File: config.mk
export PLATFORM = sky130hd
export DESIGN_NAME = input_conditioner_flat
export DESIGN_NICKNAME = d
export VERILOG_FILES = /design/src/rtl/input_conditioner_pkg.sv /design/src/rtl/input_conditioner_if.sv /design/src/rtl/input_conditioner_ic_channel.sv /design/src/rtl/input_conditioner.sv /design/src/flat_wrapper.sv
export SDC_FILE = /design/constraint.sdc
export NUM_CORES = 1
export LEC_CHECK = 0
export CORE_MARGIN = 3
export CORE_UTILIZATION = 54
export DETAILED_ROUTE_END_ITERATION = 8
export PLACE_DENSITY = 0.8
export SLEW_MARGIN = 20
export SYNTH_ARGS = -nofsm -noshare
export SYNTH_HDL_FRONTEND = slang
export SYNTH_SLANG_ARGS = --single-unit
export TNS_END_PERCENT = 5
File: constraint.sdc
create_clock -name clk -period 2.15 [get_ports clk]
set_clock_uncertainty 0.15 [all_clocks]
set_input_delay 0.3225 -clock clk [delete_from_list [all_inputs] [get_ports clk]]
set_output_delay 0.3225 -clock clk [all_outputs]
set_load 0.1 [all_outputs]
File: src/rtl/input_conditioner_pkg.sv
// Shared definitions for the input conditioner: channel map, default sizing
// and the debounce counter width helper.
package input_cond_pkg;

    localparam int CH_SENSOR = 0;
    localparam int CH_WALK   = 1;
    localparam int CH_PROG   = 2;
    localparam int CH_RST    = 3;

    localparam int DEF_N_CH            = 4;
    localparam int DEF_SYNC_STAGES     = 2;
    localparam int DEF_DEBOUNCE_CYCLES = 4;

    // Wide enough to hold DEBOUNCE_CYCLES itself, so DEBOUNCE_CYCLES=1 still gets one bit.
    function automatic int cnt_width(input int cycles);
        return $clog2(cycles + 1);
    endfunction

endpackage

File: src/rtl/input_conditioner_if.sv
// Bundle of raw inputs and conditioned outputs between the pins and the controller.
// The sticky request pair exists only when INPUT_COND_STICKY_REQ_EN is defined.
interface input_conditioner_if
    import input_cond_pkg::*;
#(
    parameter int N_CH = DEF_N_CH
);

    logic [N_CH-1:0] async_in;
    logic [N_CH-1:0] sync_out;
    logic [N_CH-1:0] level_out;
    logic [N_CH-1:0] rise_pulse;
    logic [N_CH-1:0] fall_pulse;

`ifdef INPUT_COND_STICKY_REQ_EN
    logic [N_CH-1:0] clear_req;
    logic [N_CH-1:0] req_flag;

    modport master (
        output async_in,
        output clear_req,
        input  sync_out,
        input  level_out,
        input  rise_pulse,
        input  fall_pulse,
        input  req_flag
    );

    modport slave (
        input  async_in,
        input  clear_req,
        output sync_out,
        output level_out,
        output rise_pulse,
        output fall_pulse,
        output req_flag
    );
`else
    modport master (
        output async_in,
        input  sync_out,
        input  level_out,
        input  rise_pulse,
        input  fall_pulse
    );

    modport slave (
        input  async_in,
        output sync_out,
        output level_out,
        output rise_pulse,
        output fall_pulse
    );
`endif

endinterface

File: src/rtl/input_conditioner_ic_channel.sv
// One input channel: synchroniser chain, counter debounce and registered edge pulses.
// With INPUT_COND_STICKY_REQ_EN the channel also keeps a sticky request flag.
module ic_channel
    import input_cond_pkg::*;
#(
    parameter int SYNC_STAGES     = DEF_SYNC_STAGES,
    parameter int DEBOUNCE_CYCLES = DEF_DEBOUNCE_CYCLES,
    parameter int CNT_W           = cnt_width(DEBOUNCE_CYCLES)
) (
    input  logic clk,
    input  logic Reset,
    input  logic async_in,
`ifdef INPUT_COND_STICKY_REQ_EN
    input  logic clear_req,
    output logic req_flag,
`endif
    output logic sync_out,
    output logic level_out,
    output logic rise_pulse,
    output logic fall_pulse
);

    localparam logic [CNT_W-1:0] CNT_LAST = CNT_W'(DEBOUNCE_CYCLES - 1);

    logic [SYNC_STAGES-1:0] sync_q;
    logic [CNT_W-1:0]       cnt;
    logic                   differ;
    logic                   commit;

    always_ff @(posedge clk or posedge Reset) begin
        if (Reset) begin
            sync_q <= '0;
        end else begin
            sync_q <= {sync_q[SYNC_STAGES-2:0], async_in};
        end
    end

    assign sync_out = sync_q[SYNC_STAGES-1];
    assign differ   = (sync_out != level_out);
    assign commit   = differ && (cnt == CNT_LAST);

    // The count only advances while the synchronised level disagrees; it is
    // cleared on agreement or on commit, so it can never wrap.
    always_ff @(posedge clk or posedge Reset) begin
        if (Reset) begin
            cnt        <= '0;
            level_out  <= 1'b0;
            rise_pulse <= 1'b0;
            fall_pulse <= 1'b0;
        end else begin
            rise_pulse <= commit && sync_out;
            fall_pulse <= commit && !sync_out;
            if (commit) begin
                level_out <= sync_out;
                cnt       <= '0;
            end else if (differ) begin
                cnt <= cnt + 1'b1;
            end else begin
                cnt <= '0;
            end
        end
    end

`ifdef INPUT_COND_STICKY_REQ_EN
    // A new rising edge wins over a clear arriving in the same cycle.
    always_ff @(posedge clk or posedge Reset) begin
        if (Reset) begin
            req_flag <= 1'b0;
        end else if (rise_pulse) begin
            req_flag <= 1'b1;
        end else if (clear_req) begin
            req_flag <= 1'b0;
        end
    end
`endif

endmodule

File: src/rtl/input_conditioner.sv
// Multi-channel input front end: N_CH independent ic_channel instances.
// Define INPUT_COND_STICKY_REQ_EN to add the clear_req/req_flag sticky requests.
module input_conditioner
    import input_cond_pkg::*;
#(
    parameter int N_CH            = DEF_N_CH,
    parameter int SYNC_STAGES     = DEF_SYNC_STAGES,
    parameter int DEBOUNCE_CYCLES = DEF_DEBOUNCE_CYCLES,
    parameter int CNT_W           = cnt_width(DEBOUNCE_CYCLES)
) (
    input logic                clk,
    input logic                Reset,
    input_conditioner_if.slave bus
);

    logic [N_CH-1:0] sync_vec;
    logic [N_CH-1:0] level_vec;
    logic [N_CH-1:0] rise_vec;
    logic [N_CH-1:0] fall_vec;
`ifdef INPUT_COND_STICKY_REQ_EN
    logic [N_CH-1:0] flag_vec;
`endif

    for (genvar i = 0; i < N_CH; i++) begin : g_ch
        ic_channel #(
            .SYNC_STAGES     (SYNC_STAGES),
            .DEBOUNCE_CYCLES (DEBOUNCE_CYCLES),
            .CNT_W           (CNT_W)
        ) u_ch (
            .clk        (clk),
            .Reset      (Reset),
            .async_in   (bus.async_in[i]),
`ifdef INPUT_COND_STICKY_REQ_EN
            .clear_req  (bus.clear_req[i]),
            .req_flag   (flag_vec[i]),
`endif
            .sync_out   (sync_vec[i]),
            .level_out  (level_vec[i]),
            .rise_pulse (rise_vec[i]),
            .fall_pulse (fall_vec[i])
        );
    end

    assign bus.sync_out   = sync_vec;
    assign bus.level_out  = level_vec;
    assign bus.rise_pulse = rise_vec;
    assign bus.fall_pulse = fall_vec;
`ifdef INPUT_COND_STICKY_REQ_EN
    assign bus.req_flag   = flag_vec;
`endif

endmodule

File: src/flat_wrapper.sv
// flat-port wrapper written by rule: the top's interface ports become plain ports
module input_conditioner_flat import input_cond_pkg::*;
#(
    parameter int N_CH            = DEF_N_CH,
    parameter int SYNC_STAGES     = DEF_SYNC_STAGES,
    parameter int DEBOUNCE_CYCLES = DEF_DEBOUNCE_CYCLES,
    parameter int CNT_W           = cnt_width(DEBOUNCE_CYCLES)
)
  (clk, Reset, bus_async_in, bus_sync_out, bus_level_out, bus_rise_pulse, bus_fall_pulse);
  input_conditioner_if #(.N_CH(N_CH)) bus_i ();
  input logic clk;
  input logic Reset;
  input wire logic [$bits(bus_i.async_in)-1:0] bus_async_in;
  output wire logic [$bits(bus_i.sync_out)-1:0] bus_sync_out;
  output wire logic [$bits(bus_i.level_out)-1:0] bus_level_out;
  output wire logic [$bits(bus_i.rise_pulse)-1:0] bus_rise_pulse;
  output wire logic [$bits(bus_i.fall_pulse)-1:0] bus_fall_pulse;
  assign bus_i.async_in = bus_async_in;
  assign bus_sync_out = bus_i.sync_out;
  assign bus_level_out = bus_i.level_out;
  assign bus_rise_pulse = bus_i.rise_pulse;
  assign bus_fall_pulse = bus_i.fall_pulse;
  input_conditioner #(.N_CH(N_CH), .SYNC_STAGES(SYNC_STAGES), .DEBOUNCE_CYCLES(DEBOUNCE_CYCLES), .CNT_W(CNT_W)) u_core (.clk(clk), .Reset(Reset), .bus(bus_i));
endmodule
Word level (Yosys, flattened, before mapping)
Cells that the tools add are included.
{"block": "word_totals", "register_bits": 32, "output_inout_bits": 16, "word_cells": 56, "input_bits": 6}
{"block": "classes", "add_sub_neg": 4, "reduce_logical": 16, "mux": 8, "eq_ne": 8}
{"op": "2-to-1 mux 3 bit", "count": 8}
{"op": "adder 3 x 1 -> 3 bit (second input constant)", "count": 4}
{"op": "== test 3 x 2 -> 1 bit (second input constant)", "count": 4}
{"op": "logical AND 1 bit", "count": 12}
{"op": "zero test 1 bit", "count": 4}
{"op": "!= test 1 bit", "count": 4}

Longest topological paths before layout
Gate-level depths: netlist of the first run.
{"block": "depth", "word_depth": 3, "depth_mapped": 4, "mapped_depth_nobuf": 4}

Modules after synthesis
From an unflattened synthesis of the first run, not the netlist that was laid out.
{"block": "unflattened", "hier_cells": 84, "area_unflattened_um2": 1151.1}
{"mod": "ic_channel", "seq_area_each_um2": 200.2, "n_inst": 4, "area_per_inst_um2": 287.8, "cells_per_inst": 21}

Worst setup path after synthesis of the first run
Ideal clock, no wire load.
{"block": "synth_path", "path_type": "register to register", "startpoint": "register u_core.g_ch[1].u_ch.cnt[0]", "endpoint": "register u_core.g_ch[1].u_ch.level_out", "setup_ns": 0.125, "stages_incl_launch_ff": 4, "period_less_slack_ns": 1.324, "setup_slack_ns": 0.826, "arrival_ns": 1.049, "cell_sequence": "dfrtp_1 ha_1 ha_1 mux2_2"}
{"block": "synth_between", "elab_chain_cells": 2}
{"element": "start: declaration", "line_no": "input_conditioner_ic_channel.sv:26", "text": "logic [CNT_W-1:0] cnt;"}
{"element": "start signal: assignment", "line_no": "input_conditioner_ic_channel.sv:57", "text": "cnt <= cnt + 1'b1;"}
{"element": "== test 3 x 2 -> 1 bit", "line_no": "input_conditioner_ic_channel.sv:40", "text": "assign commit = differ && (cnt == CNT_LAST);"}
{"element": "logical AND 1 bit", "line_no": "input_conditioner_ic_channel.sv:40"}
{"element": "end signal: assignment", "line_no": "input_conditioner_ic_channel.sv:54", "text": "level_out <= sync_out;"}
{"element": "end: declaration", "line_no": "input_conditioner_ic_channel.sv:18", "text": "output logic level_out,"}
No other way between the ends.
A chain may end at the register's enable or synchronous reset.

Final worst setup path of the first run
{"block": "layout_path", "startpoint": "register u_core.g_ch[0].u_ch.sync_q[1]", "endpoint": "output bus_sync_out[0]"}
{"element": "start: declaration", "line_no": "input_conditioner_ic_channel.sv:25", "text": "logic [SYNC_STAGES-1:0] sync_q;"}
{"element": "start signal: assignment", "line_no": "input_conditioner_ic_channel.sv:34", "text": "sync_q <= {sync_q[SYNC_STAGES-2:0], async_in};"}
{"element": "end: declaration", "line_no": "flat_wrapper.sv:14", "text": "output wire logic [$bits(bus_i.sync_out)-1:0] bus_sync_out;"}
No word-level cell between the ends.

==> impl_metrics.sql, run 1 <==
INSERT INTO impl_metrics (metric_group, metric, value, unit) VALUES
('cells_and_area', 'area_growth_syn_to_layout', '12.34', '%'),
('yosys', 'syn-mean-instance-area', '13.34', 'um^2'),
('clock_network', 'cts_root_buffer', 'sky130_fd_sc_hd__clkbuf_4', ''),
('power_and_ir_drop', 'power.combinational.fraction', '0.384', ''),
('cells_and_area', 'postLayoutCoreUtil', '0.6839', ''),
('global_route', 'antenna_violations_before_repair', '0', ''),
('timing', 'setup-violations-final', '0', ''),
('power_and_ir_drop', 'leakage', '0.7083', 'nW'),
('critical_path', 'crit_family', 'flip-flops', ''),
('yosys', 'synth_largest_area_cell', 'sky130_fd_sc_hd__dfrtp_1', ''),
('drt', 'num_vias', '655', ''),
('timing', 'timing.slew.headroom', '0.7490', ''),
('placement', 'placement.io_buffers', '21', ''),
('power_and_ir_drop', 'netSwitchingFraction', '0.4079', ''),
('power_and_ir_drop', 'totalPowerFinal', '1.911', 'mW'),
('global_route', 'grt_max_degree', '33', ''),
('power_and_ir_drop', 'clock_power_share', '0.192', ''),
('yosys', 'syn-num-nets', '109', ''),
('clock_network', 'post_cts_resized', '0', ''),
('drt', 'routedWlPerCell', '11.76', 'um'),
('drt', 'finalWirelength', '1587', 'um'),
('power_and_ir_drop', 'p_sw', '0.7796', 'mW'),
('yosys', 'netlist_area', '1267', 'um^2'),
('floorplan', 'design.portCount', '22', ''),
('yosys', 'synth_commonest_cells', 'sky130_fd_sc_hd__dfrtp_1, sky130_fd_sc_hd__buf_4, sky130_fd_sc_hd__ha_1, sky130_fd_sc_hd__inv_1, sky130_fd_sc_hd__nor3_1', ''),
('yosys', 'asyncSetResetFlopFracSynth', '1.000', ''),
('placement', 'place_congestion', '0.6156', ''),
('critical_path', 'crit_path_top_delay_cell', 'sky130_fd_sc_hd__dfrtp_1', ''),
('timing', 'count_of_final_max_slew_check_failures', '0', ''),
('clock_network', 'cts-root-to-sink-buffers', '2', ''),
('floorplan', 'chipHeight', '54.45', 'um'),
('placement', 'post-dp-hpwl', '1139', 'um'),
('critical_path', 'crit-reg2reg-launch', 'u_core.g_ch[1].u_ch.cnt[0]$_DFF_PP0_', ''),
('global_route', 'first_global_vias', '634', ''),
('timing', 'final.setup.worst_slack', '0.6017', 'ns'),
('cells_and_area', 'layout.nets', '122', ''),
('clock_network', 'cts-buffers-inserted', '5', ''),
('drt', 'drt_iter0_drc', '5', ''),
('global_route', 'first_pass_grt_wire_length', '2642', 'um'),
('power_and_ir_drop', 'irDropWorstVdd', '805.7', 'uV'),
('status', 'status', 'finished clean', ''),
('yosys', 'post-synth-top-count-cell', 'sky130_fd_sc_hd__dfrtp_1', ''),
('drt', 'drcViolationCount', '0', ''),
('floorplan', 'core_area', '2082', 'um^2'),
('cells_and_area', 'antenna_cells_inserted', '0', ''),
('yosys', 'synth.top_cell.area_share', '0.6318', ''),
('critical_path', 'critical_path.max_stage_delay', '0.43', 'ns'),
('yosys', 'netlist_top_cells_area', 'sky130_fd_sc_hd__dfrtp_1, sky130_fd_sc_hd__buf_4, sky130_fd_sc_hd__ha_1, sky130_fd_sc_hd__nor3b_2, sky130_fd_sc_hd__nor3_1', ''),
('power_and_ir_drop', 'power-per-cell-area', '1342', 'nW/um^2'),
('global_route', 'grt_overflow', '0', ''),
('critical_path', 'required', '1.68', 'ns'),
('drt', 'drt_pass1_iterations', '2', ''),
('timing', 'timing_worst_slew_pin_value', '0.3765', 'ns'),
('critical_path', 'critical_path_peak_fanout', '4', ''),
('global_route', 'globalRouteTotalUtil', '0.1349', ''),
('timing', 'max_clock_freq', '645.9', 'MHz'),
('clock_network', 'clock-sinks', '32', ''),
('yosys', 'post_synth_num_cell_types', '13', ''),
('clock_network', 'cts_setup_buffers', '0', ''),
('timing', 'hold_ws', '0.2055', 'ns'),
('power_and_ir_drop', 'cellInternalPower', '1.132', 'mW'),
('yosys', 'most_used_dff_post_synth', 'sky130_fd_sc_hd__dfrtp_1', ''),
('clock_network', 'insertion_delay', '0.32', 'ns'),
('yosys', 'number_of_enable_type_register_cells_in_the_synthesized_netlist', '0', ''),
('critical_path', 'cp.arrival', '1.08', 'ns'),
('yosys', 'synth-seq-cells', '32', ''),
('clock_network', 'clkSlewWorstSetupHoldPaths', '0.09', 'ns'),
('timing', 'finalSetupTns', '0', 'ns'),
('critical_path', 'timing.critical_path.to_type', 'output pin', ''),
('yosys', 'synth-warning-count', '0', ''),
('clock_network', 'cts_tree', 'built', '');
## worst paths after layout
kind | to | slack (ns) | depth (start not counted)
worst min-delay path | u_core.g_ch[2].u_ch.cnt[1]$_DFF_PP0_ | 0.21 | 3
worst max-delay path | bus_sync_out[0] | 0.60 | 1
worst min register to register | u_core.g_ch[1].u_ch.sync_q[1]$_DFF_PP0_ | 0.21 | 0
min in group clk | u_core.g_ch[1].u_ch.sync_q[1]$_DFF_PP0_ | 0.21 | 0
worst max register to register | u_core.g_ch[1].u_ch.level_out$_DFFE_PP0P_ | 0.74 | 3
max in group asynchronous | u_core.g_ch[2].u_ch.cnt[2]$_DFF_PP0_ | 1.35 | 3
## stage by stage
stage / std cells / area (um^2)
6_report: 135 / 1424
2_1_floorplan: 95 / 1267
5_1_grt: 135 / 1424
3_3_place_gp: 128 / 1359
3_5_place_dp: 128 / 1359
4_1_cts: 135 / 1424
## layer usage
layer  GRT usage  share of wire
met1      0.1498           0.44
met2      0.1992           0.47
met3     0.07357          0.081
met4     0.08714          0.012
met5           0              0
## power by group through the flow
| stage | clock network (mW) | logic, mW | registers (mW) |
|---|---|---|---|
| after floorplan | 0 | 0.674 | 0.806 |
| after global placement | 0 | 0.722 | 0.818 |
| after detailed placement | 0 | 0.739 | 0.826 |
| after CTS | 0.382 | 0.740 | 0.814 |
| after global routing | 0.409 | 0.788 | 0.830 |
| final | 0.366 | 0.733 | 0.812 |
## logic make-up (layout without fill, tap and decap cells)
| family | count (synthesis) | in the layout | synth area share |
|---|---|---|---|
| mux | 1 | 1 | 0.008884 |
| fa+ha+maj | 8 | 8 | 0.07898 |
| xor+xnor | 4 | 4 | 0.02764 |
| simple gates | 23 | 23 | 0.1224 |
| buf+inv | 24 | 37 | 0.1185 |
| compound gates | 3 | 3 | 0.01184 |
| flops | 32 | 32 | 0.6318 |
## area by class of cell
class	instances	area, um^2
multi-input combinational	39	316.6
tap	27	33.78
timing repair buffer	22	177.7
inverter	8	30.03
clock buffer	7	65.06
fill	169	658.1
sequential	32	800.8
## sequential cells by signal (all words and copies together), names as in the netlist
signal                       cells
u_core.g_ch.u_ch.cnt            12
u_core.g_ch.u_ch.fall_pulse      4
u_core.g_ch.u_ch.rise_pulse      4
u_core.g_ch.u_ch.sync_q          8
u_core.g_ch.u_ch.level_out       4
## cell usage in the layout (no fill, tap or decap)
cell type	instances
sky130_fd_sc_hd__clkdlybuf4s50_1	5
sky130_fd_sc_hd__clkbuf_8	2
sky130_fd_sc_hd__o21ai_0	3
sky130_fd_sc_hd__ha_1	8
sky130_fd_sc_hd__nor2_1	3
sky130_fd_sc_hd__nor3b_1	3
sky130_fd_sc_hd__nor3b_2	4
sky130_fd_sc_hd__clkbuf_4	5
sky130_fd_sc_hd__inv_1	8
sky130_fd_sc_hd__mux2_2	1
sky130_fd_sc_hd__buf_4	17
sky130_fd_sc_hd__and3b_2	2
sky130_fd_sc_hd__nand2_1	3
sky130_fd_sc_hd__dfrtp_1	32
sky130_fd_sc_hd__nor3_1	8
sky130_fd_sc_hd__xnor2_1	4
(Power assumes the default switching activity.)
==> inputs of run 2 (changes only) <==
--- a/config.mk
+++ b/config.mk
@@ -6,9 +6,9 @@
 export NUM_CORES = 1
 export LEC_CHECK = 0
 export CORE_MARGIN = 3
-export CORE_UTILIZATION = 54
+export CORE_UTILIZATION = 46
 export DETAILED_ROUTE_END_ITERATION = 8
-export PLACE_DENSITY = 0.8
+export PLACE_DENSITY = 0.73
 export SLEW_MARGIN = 20
 export SYNTH_ARGS = -nofsm -noshare
 export SYNTH_HDL_FRONTEND = slang
==> constraint.sdc (replaced) <==
create_clock -name clk -period 1.33 [get_ports clk]
set_clock_uncertainty 0.15 [all_clocks]
set_input_delay 0.1995 -clock clk [delete_from_list [all_inputs] [get_ports clk]]
set_output_delay 0.1995 -clock clk [all_outputs]
set_load 0.1 [all_outputs]
==> impl_metrics.sql, run 2 (synthesis gave the netlist of run 1 again) <==
INSERT INTO impl_metrics (metric_group, metric, value, unit) VALUES
('placement', 'post-place-cells', '132', ''),
('floorplan', 'initial_core_util', '0.4980', ''),
('status', 'status', 'finished clean', ''),
('drt', 'num_vias', '662', ''),
('global_route', 'first_global_vias', '652', ''),
('drt', 'finalWirelength', '1760', 'um'),
('cells_and_area', 'largest_register_ff_count', '12', ''),
('global_route', 'globalRouteTotalUtil', '0.1132', ''),
('cells_and_area', 'finalNonFillerCells', '140', ''),
('job', 'timing.max_cap.violations', '0', ''),
('floorplan', 'core_area', '2545', 'um^2'),
('timing', 'max_clock_freq', '762.8', 'MHz'),
('timing', 'post-route-period-util', '0.9857', ''),
('clock_network', 'cts_setup_buffers', '0', ''),
('cells_and_area', 'postLayoutCoreUtil', '0.6667', ''),
('timing', 'hold_ws', '0.05727', 'ns'),
('cells_and_area', 'layout.nets', '123', ''),
('timing', 'count_of_final_max_slew_check_failures', '0', ''),
('floorplan', 'chipHeight', '58.49', 'um'),
('power_and_ir_drop', 'power-per-cell-area', '2007', 'nW/um^2'),
('timing', 'post-route-min-period', '1.311', 'ns'),
('timing', 'final.setup.worst_slack', '0.01908', 'ns'),
('clock_network', 'insertion_delay', '0.32', 'ns'),
('clock_network', 'cts-root-to-sink-buffers', '2', ''),
('critical_path', 'required', '0.98', 'ns'),
('worst_hold_path', 'min-delay-path-class', 'input port to async pin', ''),
('global_route', 'grt_overflow', '0', ''),
('floorplan', 'fp.dieArea', '3421', 'um^2'),
('drt', 'drt_iter0_drc', '3', ''),
('placement', 'placement.io_buffers', '21', ''),
('cells_and_area', 'final_cell_mix', 'sky130_fd_sc_hd__dfrtp_1, sky130_fd_sc_hd__buf_12, sky130_fd_sc_hd__inv_1, sky130_fd_sc_hd__dfrtp_2, sky130_fd_sc_hd__nor3_1', ''),
('critical_path', 'critPathKind', 'flip-flop to output pin', ''),
('cells_and_area', 'area_growth_syn_to_layout', '33.86', '%'),
('cells_and_area', 'registers.top_by_ff_count', 'u_core.g_ch.u_ch.cnt', ''),
('cells_and_area', 'multi_input_comb_area', '361.6', 'um^2'),
('critical_path', 'timing.critical_path.cells', 'buf_12', ''),
('global_route', 'grt_max_degree', '33', ''),
('floorplan', 'design.portCount', '22', ''),
('drt', 'routedWlPerCell', '12.57', 'um'),
('clock_network', 'clkSlewWorstSetupHoldPaths', '0.09', 'ns'),
('critical_path', 'crit_family', 'flip-flops', ''),
('critical_path', 'critical_path_peak_fanout', '4', ''),
('floorplan', 'dieWidth', '58.49', 'um'),
('clock_network', 'clock-sinks', '32', ''),
('critical_path', 'crit_path_top_delay_cell', 'sky130_fd_sc_hd__dfrtp_2', ''),
('clock_network', 'cts.hold.buffers_added', '0', ''),
('critical_path', 'cp.arrival', '0.96', 'ns'),
('clock_network', 'htree_levels', '2', ''),
('timing', 'timing_worst_slew_pin_value', '0.3668', 'ns'),
('cells_and_area', 'most_common_cell_after_layout_fill_and_taps_aside', 'sky130_fd_sc_hd__dfrtp_1', ''),
('drt', 'drt_pass1_iterations', '2', ''),
('clock_network', 'cts_tree', 'built', ''),
('critical_path', 'worst_setup_path_start_kind', 'flip-flop', ''),
('drt', 'postRouteAntennaNets', '0', ''),
('power_and_ir_drop', 'irDropWorstVdd', '1484', 'uV'),
('global_route', 'antenna_violations_before_repair', '0', ''),
('cells_and_area', 'antenna_cells_inserted', '0', ''),
('power_and_ir_drop', 'leakage', '0.7564', 'nW'),
('placement', 'place_congestion', '0.6303', ''),
('global_route', 'first_pass_grt_wire_length', '2766', 'um'),
('cells_and_area', 'seq_area', '810.8', 'um^2'),
('timing', 'finalHoldViolations', '0', ''),
('cells_and_area', 'biggestRegsByFlops', 'u_core.g_ch.u_ch.cnt (12), u_core.g_ch.u_ch.sync_q (8)', ''),
('critical_path', 'r2r_slack', '0.02', 'ns'),
('critical_path', 'timing.critical_path.to_type', 'output pin', ''),
('cells_and_area', 'final_layout_size_suffix_gt1_frac', '0.4273', ''),
('timing', 'setup-violations-final', '0', ''),
('drt', 'drcViolationCount', '0', ''),
('timing', 'finalSetupTns', '0', 'ns'),
('critical_path', 'critical_path.max_stage_delay', '0.46', 'ns'),
('clock_network', 'cts_root_buffer', 'sky130_fd_sc_hd__clkbuf_4', ''),
('clock_network', 'cts-buffers-inserted', '5', ''),
('placement', 'dp_worst_setup_slack', '-0.03313', 'ns'),
('floorplan', 'row_count', '18', ''),
('critical_path', 'worst-path-buf-inv', '1', ''),
('drt', 'routed_via_density', '4.729', ''),
('timing', 'grt_setup_unrepaired', 'yes', ''),
('timing', 'timing.slew.headroom', '0.7537', ''),
('cells_and_area', 'filler_cell_count', '176', '');
run 2: cell count changes in the layout (fill, tap and decap cells not counted), moves of 2 or more:
| cell | previous run | this run |
|---|---|---|
| sky130_fd_sc_hd__buf_4 | 17 | 1 |
| sky130_fd_sc_hd__dfrtp_2 | 0 | 8 |
| sky130_fd_sc_hd__ha_4 | 0 | 2 |
| sky130_fd_sc_hd__clkbuf_1 | 0 | 2 |
| sky130_fd_sc_hd__ha_2 | 0 | 4 |
| sky130_fd_sc_hd__ha_1 | 8 | 2 |
| sky130_fd_sc_hd__nor3_1 | 8 | 6 |
| sky130_fd_sc_hd__buf_12 | 0 | 17 |
| sky130_fd_sc_hd__nor3_2 | 0 | 2 |
| sky130_fd_sc_hd__dfrtp_1 | 32 | 24 |
run 2: worst paths after layout:
check / from / to / cells after the start
min reg2reg: u_core.g_ch[1].u_ch.sync_q[0]$_DFF_PP0_ / u_core.g_ch[1].u_ch.sync_q[1]$_DFF_PP0_ / 0
min: Reset / u_core.g_ch[2].u_ch.level_out$_DFFE_PP0P_ / 3
max: u_core.g_ch[2].u_ch.sync_q[1]$_DFF_PP0_ / bus_sync_out[2] / 1
max reg2reg: u_core.g_ch[1].u_ch.cnt[0]$_DFF_PP0_ / u_core.g_ch[1].u_ch.level_out$_DFFE_PP0P_ / 3
max in group asynchronous: Reset / u_core.g_ch[1].u_ch.level_out$_DFFE_PP0P_ / 3
min in group clk: bus_async_in[2] / u_core.g_ch[2].u_ch.sync_q[0]$_DFF_PP0_ / 1
run 2: area by class of cell:
type	count	share of cell area
flip-flops and latches	32	0.4779
repair buffers	23	0.2345
multi-input cells	39	0.2131
clock buffers	8	0.03466
well taps	30	0.02212
inverters	8	0.01770
run 2: stage by stage:
stage / total power [mW] / area, um^2
global route: 3.581 / 1697
global placement: 2.729 / 1583
floorplan: 2.393 / 1267
finish: 3.405 / 1697
detailed placement: 2.781 / 1583
CTS: 3.366 / 1667
run 2: per-layer routing:
| layer | track usage | up-vias | share of wire |
|---|---|---|---|
| met4 | 0.05960 | 0 | 0.023 |
| met5 | 0 | - | 0 |
| met2 | 0.1866 | 20 | 0.51 |
| li1 | - | 319 | - |
| met1 | 0.1161 | 318 | 0.39 |
| met3 | 0.05921 | 5 | 0.073 |
run 2: what timing repair did:
action / CTS / global route
resized for setup: 11 / 7
setup endpoints to repair: 10 / 20
pin swaps: 0 / 1
run 2: power breakdown:
part	total (mW)	internal (mW)	switching [mW]
Sequential	1.38	1.20	0.184
Clock	0.556	0.261	0.295
Combinational	1.47	0.594	0.876
==> inputs of run 3 (changes only) <==
--- a/config.mk
+++ b/config.mk
@@ -5,10 +5,11 @@
 export SDC_FILE = /design/constraint.sdc
 export NUM_CORES = 1
 export LEC_CHECK = 0
+export CAP_MARGIN = 20
 export CORE_MARGIN = 3
-export CORE_UTILIZATION = 46
+export CORE_UTILIZATION = 54
 export DETAILED_ROUTE_END_ITERATION = 8
-export PLACE_DENSITY = 0.73
+export PLACE_DENSITY = 0.8
 export SLEW_MARGIN = 20
 export SYNTH_ARGS = -nofsm -noshare
 export SYNTH_HDL_FRONTEND = slang
==> constraint.sdc (replaced) <==
create_clock -name clk -period 1.7 [get_ports clk]
set_clock_uncertainty 0.15 [all_clocks]
set_input_delay 0.255 -clock clk [delete_from_list [all_inputs] [get_ports clk]]
set_output_delay 0.255 -clock clk [all_outputs]
set_load 0.1 [all_outputs]
==> impl_metrics.sql, run 3 (synthesis gave the netlist of run 1 again) <==
INSERT INTO impl_metrics (metric_group, metric, value, unit) VALUES
('power_and_ir_drop', 'power.combinational.fraction', '0.419', ''),
('critical_path', 'worst-path-buf-inv', '1', ''),
('timing', 'timing.slew.headroom', '0.7543', ''),
('clock_network', 'insertion_delay', '0.32', 'ns'),
('critical_path', 'rr_endpoint', 'u_core.g_ch[1].u_ch.level_out$_DFFE_PP0P_', ''),
('timing', 'max_clock_freq', '712.8', 'MHz'),
('cells_and_area', 'final_layout_size_suffix_gt1_frac', '0.2752', ''),
('drt', 'num_vias', '642', ''),
('cells_and_area', 'stdcell_area', '1618', 'um^2'),
('cells_and_area', 'most_common_cell_after_layout_fill_and_taps_aside', 'sky130_fd_sc_hd__dfrtp_1', ''),
('drt', 'drcViolationCount', '0', ''),
('job', 'timing.max_cap.violations', '0', ''),
('timing', 'final.setup.worst_slack', '0.2970', 'ns'),
('critical_path', 'cp-endpoint', 'bus_sync_out[0]', ''),
('power_and_ir_drop', 'irDropWorstVdd', '944.1', 'uV'),
('timing', 'post-route-min-period', '1.403', 'ns'),
('clock_network', 'cts_root_buffer', 'sky130_fd_sc_hd__clkbuf_4', ''),
('critical_path', 'path_depth', '1', ''),
('cells_and_area', 'biggestRegsByFlops', 'u_core.g_ch.u_ch.cnt (12), u_core.g_ch.u_ch.sync_q (8)', ''),
('global_route', 'met3_usage', '0.06540', ''),
('critical_path', 'timing.critical_path.to_type', 'output pin', ''),
('critical_path', 'r2r_slack', '0.30', 'ns'),
('drt', 'routed_via_density', '4.721', ''),
('floorplan', 'core_area', '2082', 'um^2'),
('cells_and_area', 'antenna_cells_inserted', '0', ''),
('clock_network', 'cts_setup_buffers', '0', ''),
('timing', 'timing_worst_slew_pin_value', '0.3686', 'ns'),
('critical_path', 'worst_setup_path_start_kind', 'flip-flop', ''),
('drt', 'drt_iter0_drc', '4', ''),
('placement', 'dp_worst_setup_slack', '0.3006', 'ns'),
('critical_path', 'timing.critical_path.cells', 'buf_12', ''),
('floorplan', 'row_count', '16', ''),
('clock_network', 'htree_levels', '2', ''),
('global_route', 'grt_overflow', '0', ''),
('cells_and_area', 'postLayoutCoreUtil', '0.7770', ''),
('critical_path', 'worst-r2r-cell-count', '3', ''),
('timing', 'finalHoldViolations', '0', ''),
('power_and_ir_drop', 'p_sw', '1.012', 'mW'),
('cells_and_area', 'finalNonFillerCells', '136', ''),
('floorplan', 'fp.dieArea', '2964', 'um^2'),
('placement', 'post-place-cells', '128', ''),
('placement', 'placement.io_buffers', '21', ''),
('clock_network', 'clkSlewWorstSetupHoldPaths', '0.09', 'ns'),
('critical_path', 'crit_path_top_delay_cell', 'sky130_fd_sc_hd__dfrtp_1', ''),
('drt', 'drt_pass1_iterations', '4', ''),
('timing', 'setup-violations-final', '0', ''),
('critical_path', 'startpoint', 'u_core.g_ch[0].u_ch.sync_q[1]$_DFF_PP0_', ''),
('clock_network', 'post_cts_resized', '0', ''),
('drt', 'postRouteAntennaNets', '0', ''),
('clock_network', 'cts.hold.buffers_added', '0', ''),
('critical_path', 'required', '1.29', 'ns'),
('power_and_ir_drop', 'clock_power_share', '0.167', ''),
('global_route', 'gr-usage-met1', '0.1755', ''),
('global_route', 'grt_util_met2', '0.2131', ''),
('global_route', 'globalRoute.busiestLayer', 'met2', ''),
('floorplan', 'dieWidth', '54.45', 'um'),
('drt', 'finalWirelength', '1598', 'um'),
('power_and_ir_drop', 'cellInternalPower', '1.550', 'mW'),
('timing', 'post-route-period-util', '0.8253', ''),
('timing', 'count_of_final_max_slew_check_failures', '0', ''),
('global_route', 'antenna_violations_before_repair', '0', ''),
('cells_and_area', 'largest_register_ff_count', '12', ''),
('placement', 'post-dp-hpwl', '1267', 'um'),
('global_route', 'first_pass_grt_wire_length', '2856', 'um'),
('cells_and_area', 'final_cell_mix', 'sky130_fd_sc_hd__dfrtp_1, sky130_fd_sc_hd__buf_12, sky130_fd_sc_hd__inv_1, sky130_fd_sc_hd__nor3_1, sky130_fd_sc_hd__ha_1', ''),
('global_route', 'globalRouteTotalUtil', '0.1472', ''),
('power_and_ir_drop', 'share_seq_of_total_power', '0.414', ''),
('global_route', 'grt_max_degree', '33', ''),
('power_and_ir_drop', 'power-per-cell-area', '1584', 'nW/um^2'),
('cells_and_area', 'filler_cell_count', '133', ''),
('floorplan', 'chipHeight', '54.45', 'um'),
('worst_hold_path', 'min-delay-path-class', 'input port to async pin', ''),
('floorplan', 'design.portCount', '22', ''),
('clock_network', 'cts-buffers-inserted', '5', ''),
('clock_network', 'cts_tree', 'built', ''),
('critical_path', 'cp.arrival', '1.00', 'ns'),
('drt', 'routedWlPerCell', '11.75', 'um'),
('cells_and_area', 'multi_input_comb_area', '316.6', 'um^2'),
('cells_and_area', 'registers.top_by_ff_count', 'u_core.g_ch.u_ch.cnt', ''),
('placement', 'place_congestion', '0.6295', ''),
('placement', 'placed_cell_area', '1559', 'um^2'),
('cells_and_area', 'seq_area', '800.8', 'um^2'),
('critical_path', 'critical_path_peak_fanout', '4', ''),
('status', 'status', 'finished clean', ''),
('clock_network', 'clock-sinks', '32', ''),
('critical_path', 'crit-reg2reg-launch', 'u_core.g_ch[1].u_ch.cnt[0]$_DFF_PP0_', ''),
('timing', 'finalSetupTns', '0', 'ns'),
('power_and_ir_drop', 'netSwitchingFraction', '0.3950', ''),
('global_route', 'first_global_vias', '676', ''),
('clock_network', 'cts-root-to-sink-buffers', '2', ''),
('critical_path', 'crit_family', 'flip-flops', ''),
('timing', 'grt_setup_unrepaired', 'no', ''),
('critical_path', 'critical_path.max_stage_delay', '0.47', 'ns'),
('critical_path', 'critPathKind', 'flip-flop to output pin', ''),
('floorplan', 'initial_core_util', '0.6088', ''),
('power_and_ir_drop', 'leakage', '0.7593', 'nW'),
('cells_and_area', 'area_growth_syn_to_layout', '27.64', '%'),
('cells_and_area', 'layout.nets', '122', '');
## run 3: cell types whose count changed in the layout (fill, tap and decap cells not counted), sizes merged
cell,delta
buf,-1
## run 3: layer usage
layer,wire length [um],up-vias
li1,-,321
met1,664,295
met2,776,19
met3,116,7
met4,41,0
met5,0,-
## run 3: power by group through the flow
stage               Sequential (mW)  Combinational [mW]  Clock, mW
global placement               1.07                1.06          0
CTS                            1.06                1.09      0.450
floorplan                      1.02               0.853          0
finish                         1.06                1.07      0.428
global route                   1.09                1.15      0.485
detailed placement             1.08                1.09          0
## run 3: stage by stage
stage          hold WS (ns)  power (mW)
2_1_floorplan        0.1364       1.872
3_3_place_gp         0.1824       2.126
3_5_place_dp         0.1847       2.167
4_1_cts              0.1774       2.603
5_1_grt              0.2002       2.717
6_report             0.1759       2.562
## run 3: worst min-delay path by stage
stage                                                       start                                       end  slack (ns)  cells after the start
final                                                       Reset      u_core.g_ch[2].u_ch.cnt[0]$_DFF_PP0_        0.18                      3
after global routing                                        Reset  u_core.g_ch[2].u_ch.rise_pulse$_DFF_PP0_        0.20                      3
after floorplan                                   bus_async_in[0]   u_core.g_ch[0].u_ch.sync_q[0]$_DFF_PP0_        0.14                      0
after detailed placement  u_core.g_ch[1].u_ch.sync_q[0]$_DFF_PP0_   u_core.g_ch[1].u_ch.sync_q[1]$_DFF_PP0_        0.18                      0
after global placement    u_core.g_ch[2].u_ch.sync_q[0]$_DFF_PP0_   u_core.g_ch[2].u_ch.sync_q[1]$_DFF_PP0_        0.18                      0
after CTS                                                   Reset      u_core.g_ch[2].u_ch.cnt[0]$_DFF_PP0_        0.18                      3
## run 3: area by class of cell
class                      count  share of cell area
clock buffer                   8             0.03635
inverter                       8             0.01856
multi-input combinational     39              0.1957
sequential                    32              0.4950
tap                           27             0.02088
timing repair buffer          22              0.2336
